[config.mk]
export PLATFORM = sky130hd
export DESIGN_NAME = piso_serializer_handshake
export DESIGN_NICKNAME = d
export VERILOG_FILES = /design/src/rtl/piso_serializer_handshake_pkg.sv /design/src/rtl/piso_bit_counter.sv /design/src/rtl/piso_serializer_handshake.sv
export SDC_FILE = /design/constraint.sdc
export NUM_CORES = 1
export LEC_CHECK = 0
export CORE_UTILIZATION = 43
export DETAILED_ROUTE_END_ITERATION = 8
export PLACE_DENSITY_LB_ADDON = 0.08
export SLEW_MARGIN = 20
export SYNTH_ARGS = -nofsm -noshare
export SYNTH_HDL_FRONTEND = slang
export SYNTH_SLANG_ARGS = --single-unit
[constraint.sdc]
create_clock -name C -period 1.6 [get_ports C]
set_clock_uncertainty 0.1 [all_clocks]
set_input_delay 0.32 -clock C [delete_from_list [all_inputs] [get_ports C]]
set_output_delay 0.32 -clock C [all_outputs]
set_load 0.02 [all_outputs]
[src/rtl/piso_serializer_handshake_pkg.sv]
// Shared encodings for the handshake serializer and its downstream SIPO link.
package piso_serializer_handshake_pkg;

  typedef enum logic {
    ST_IDLE  = 1'b0,
    ST_SHIFT = 1'b1
  } state_e;

  localparam logic DIR_MSB_FIRST = 1'b0;
  localparam logic DIR_LSB_FIRST = 1'b1;

endpackage

[src/rtl/piso_bit_counter.sv]
// Modulo-WIDTH bit counter with synchronous clear, enable and terminal-count flag.
module piso_bit_counter #(
  parameter int unsigned WIDTH = 8,
  parameter int unsigned CNT_W = $clog2(WIDTH)
) (
  input  logic             clk,
  input  logic             rst,
  input  logic             clr,
  input  logic             en,
  output logic [CNT_W-1:0] cnt,
  output logic             tc
);

  localparam logic [CNT_W-1:0] CNT_MAX = CNT_W'(WIDTH - 1);

  logic [CNT_W-1:0] cnt_q;
  logic [CNT_W-1:0] cnt_d;

  assign cnt = cnt_q;
  assign tc  = (cnt_q == CNT_MAX);

  always_comb begin
    cnt_d = cnt_q;
    if (clr) begin
      cnt_d = '0;
    end else if (en) begin
      cnt_d = tc ? '0 : cnt_q + CNT_W'(1);
    end
  end

  always_ff @(posedge clk or posedge rst) begin
    if (rst) begin
      cnt_q <= '0;
    end else begin
      cnt_q <= cnt_d;
    end
  end

endmodule

[src/rtl/piso_serializer_handshake.sv]
// Parallel-in/serial-out feeder with valid/ready input and bubble-free word streaming.
module piso_serializer_handshake
  import piso_serializer_handshake_pkg::*;
#(
  parameter int unsigned WIDTH = 8,
  parameter int unsigned CNT_W = $clog2(WIDTH)
) (
  input  logic             C,
  input  logic             CLR,
  input  logic [WIDTH-1:0] DIN,
  input  logic             DIN_VALID,
  output logic             DIN_READY,
  input  logic             DIR,
  output logic             SO,
  output logic             SO_DIR,
  output logic             SO_VALID,
  output logic             LAST,
  output logic             BUSY
);

  localparam logic [CNT_W-1:0] CNT_MAX = CNT_W'(WIDTH - 1);

  state_e           state_q;
  state_e           state_d;
  logic [WIDTH-1:0] sreg_q;
  logic [WIDTH-1:0] sreg_d;
  logic             dir_q;
  logic             dir_d;
  logic [CNT_W-1:0] bcnt;
  logic             bcnt_tc;
  logic             load;
  logic             shifting;
  logic [CNT_W-1:0] bit_idx;

  assign shifting  = (state_q == ST_SHIFT);
  assign DIN_READY = !CLR && ((state_q == ST_IDLE) || (shifting && bcnt_tc));
  assign load      = DIN_VALID && DIN_READY;

  piso_bit_counter #(
    .WIDTH (WIDTH),
    .CNT_W (CNT_W)
  ) u_bit_counter (
    .clk (C),
    .rst (CLR),
    .clr (load),
    .en  (shifting),
    .cnt (bcnt),
    .tc  (bcnt_tc)
  );

  always_comb begin
    state_d = state_q;
    sreg_d  = sreg_q;
    dir_d   = dir_q;
    if (load) begin
      state_d = ST_SHIFT;
      sreg_d  = DIN;
      dir_d   = DIR;
    end else if (shifting && bcnt_tc) begin
      state_d = ST_IDLE;
    end
  end

  always_ff @(posedge C or posedge CLR) begin
    if (CLR) begin
      state_q <= ST_IDLE;
      sreg_q  <= '0;
      dir_q   <= DIR_MSB_FIRST;
    end else begin
      state_q <= state_d;
      sreg_q  <= sreg_d;
      dir_q   <= dir_d;
    end
  end

  assign bit_idx  = (dir_q == DIR_LSB_FIRST) ? bcnt : CNT_MAX - bcnt;
  assign SO       = shifting && sreg_q[bit_idx];
  assign SO_DIR   = dir_q;
  assign SO_VALID = shifting;
  assign BUSY     = shifting;
  assign LAST     = shifting && bcnt_tc;

endmodule

==> qor.yml <==
outcome:
  status: "finished, violations left"
  violations: "setup timing"
power_and_ir_drop:
  peakVddDrop_uv: 1114
  p_per_area_mw_per_mm2: 2069
  p_leak_nw: 0.5684
  p_total_w: 0.002493
timing:
  setup_slack_ns: -0.4921
  period_share_pct: 130.8
  drv_slew: 0
  fin_hold_ws_ns: 0.3131
  fmax_mhz: 478.0
  finalSetupViolations: 15
  hold_viol: 0
  tightestPinTransition_ns: 0.2388
  rsz0062_at_grt: "true"
  post-route-min-period_ns: 2.092
  relSlewSlack_pct: 83.97
global_route:
  grt_max_degree: 14
  grt.total_usage_pct: 22.37
  grt_pass1_wl_mm: 3.049
  antenna_found_initial: 0
  overflow: 0
  first_global_vias: 687
die:
  start_util_pct: 47.70
  coreArea_sq_mm: 0.001577
  placementRows: 14
  die_area_sq_mm: 0.001920
  die_y_um: 43.82
  die_x_um: 43.82
  ios: 18
logic_synthesis:
  ys_types: 30
  ys_ff_latch: 13
  synth_edf_count: 0
  async_flop_share_pct: 100.0
  synth_area_per_cell_sq_um: 11.06
  syn-cell-area_sq_um: 752.0
  ys.warnings.count: 0
  synthFlopType: "dfrtp_1"
  syn_nets: 82
  synthCells: 68
  synth-seq-area-share_pct: 43.26
clock_network:
  ctsRootBufferMaster: "clkbuf_4"
  cts_buffers: 3
  cts_sinks: 13
  clk_latency_ns: 0.28
  cts_tree: "done"
  path_clk_slew_ns: 0.08
  htree_levels: 1
  clk_path_buf_depth: 2
placed_design:
  pre_cts_ws_ns: -0.6588
  gp_congestion: 0.8753
  dp.cells: 115
  place_area_sq_mm: 0.001089
  dp_hpwl_mm: 1.128
  numPortBuffers: 17
drt:
  routed_wl_mm: 1.874
  dr.pass1.iters: 5
  num_vias: 701
  post_drt_via_cell_ratio: 5.608
  post-route-drc-count: 0
  detail-route-antenna-nets: 0
  drtIter0Drc: 16
  post_drt_wl_per_cell_um: 14.99
critical_path:
  crit_chain: "buf_6 -> nor2_2 -> a211o_1 -> a211o_1 -> o211a_1 -> buf_6"
  required_ns: 1.18
  cp_slowest_cell: "dfrtp_2"
  slowest_delay_ns: 0.43
  critical_path_buf_inv_count: 2
  critPathCaptureType: "output pin"
  crit_type: "reg -> out"
  crit_arrival_ns: 1.67
  worstSetupStartpointType: "flip-flop"
  cp_top_family: "compound AO/OA/AOI/OAI gates"
  cp_max_fo: 6
min_path:
  hold_path_class: "in -> async"
layout:
  layout-drive-gt1-share_pct: 50.46
  diodes: 0
  finalNetCount: 124
  syn2layout_area_growth_pct: 60.23
  final_area_sq_mm: 0.001205
  final_cell_count_no_fill: 125
run:
  maxCapViolations: 0
[placed cells by master, fill, tap and decap left out, drive strengths merged, types with 2 or more instances in the layout]
cell            n
inv             5
ha              2
buf            27
nand3           2
dlygate4sd2     2
clkdlybuf4s50  11
and2            3
a21oi           2
nor2            3
o21ai           3
a211o           2
dfrtp          13
clkbuf          5
mux2            9
nand2           2
mux2i           5
[through the flow]
step                      utilization [%]  setup TNS (ns)
after detailed placement            69.05          -4.930
final                               76.43          -3.733
after global placement              69.05          -4.686
after floorplan                         -          -1.242
after CTS                           74.60          -2.299
after global routing                76.43          -4.379
[Yosys cell counts, types with 2 or more instances]
cell type,instances,share of area [%]
o21ai_0,3,2.0
mux2i_1,5,6.7
ha_1,2,3.3
buf_4,4,4.0
mux2_2,9,13
nand2_1,2,1.0
nor2_1,3,1.5
nand3_1,2,1.3
a211o_1,2,2.3
dfrtp_1,13,43
inv_1,4,2.0
[metal layers]
layer | GRT usage (%) | share of wire, % | vias up
met5 | 0 | 0 | -
met1 | 24.01 | 40 | 341
met4 | 5.000 | 0.75 | 0
met2 | 41.19 | 54 | 24
li1 | - | - | 334
met3 | 8.333 | 5.4 | 2
[what timing repair did]
item	in CTS	in global routing
cloned	1	0
setup endpoints to repair	19	16
gates resized for setup	34	7
setup buffers	4	1
hold buffers	0	0
pin swaps	4	2
[final timing paths]
kind	startpoint	end	depth (start not counted)	slack, ns
setup / recovery	u_bit_counter.cnt[1]$_DFFE_PP0P_	SO	6	-0.49
hold / removal	CLR	sreg_q[1]$_DFFE_PP0P_	3	0.31
setup reg to reg	u_bit_counter.cnt[0]$_DFFE_PP0P_	sreg_q[3]$_DFFE_PP0P_	7	-0.28
hold reg to reg	sreg_q[7]$_DFFE_PP0P_	sreg_q[7]$_DFFE_PP0P_	1	0.42
max in group asynchronous	CLR	u_bit_counter.cnt[1]$_DFFE_PP0P_	3	0.89
min in group C	sreg_q[7]$_DFFE_PP0P_	sreg_q[7]$_DFFE_PP0P_	1	0.42
[power by group]
part | switching (W) | internal, W | total, W
combinational | 0.000656 | 0.000950 | 0.00161
sequential | 0.000179 | 0.000507 | 0.000686
clock | 0.000105 | 0.0000966 | 0.000201
total | 0.000940 | 0.00155 | 0.00249
[state kept, by name (all words and copies together) (netlist names)]
| name | count |
|---|---|
| SO_DIR | 1 |
| BUSY | 1 |
| u_bit_counter.cnt | 3 |
| sreg_q | 8 |
[area by class of cell]
cell class,instances,area [sq um]
Multi-Input combinational cell,46,451.7
Tap cell,16,20.02
Fill cell,109,371.6
Timing Repair Buffer,41,355.3
Sequential cell,13,330.3
Clock buffer,4,26.28
Inverter,5,21.27
[logic make-up after synthesis]
logic type                 synth area share, %
buffers and inverters                    7.986
adders and majority gates                3.327
muxes                                    20.13
and+or+nand+nor                          10.32
AOI/OAI and AO/OA                        14.98
DFF                                      43.26
[worst min-delay path, cell delays in order]
cell             delay [ns]
clkdlybuf4s50_1        0.45
inv_1                  0.07
buf_4                  0.21
Note: power is estimated with default switching activity, not from simulation.
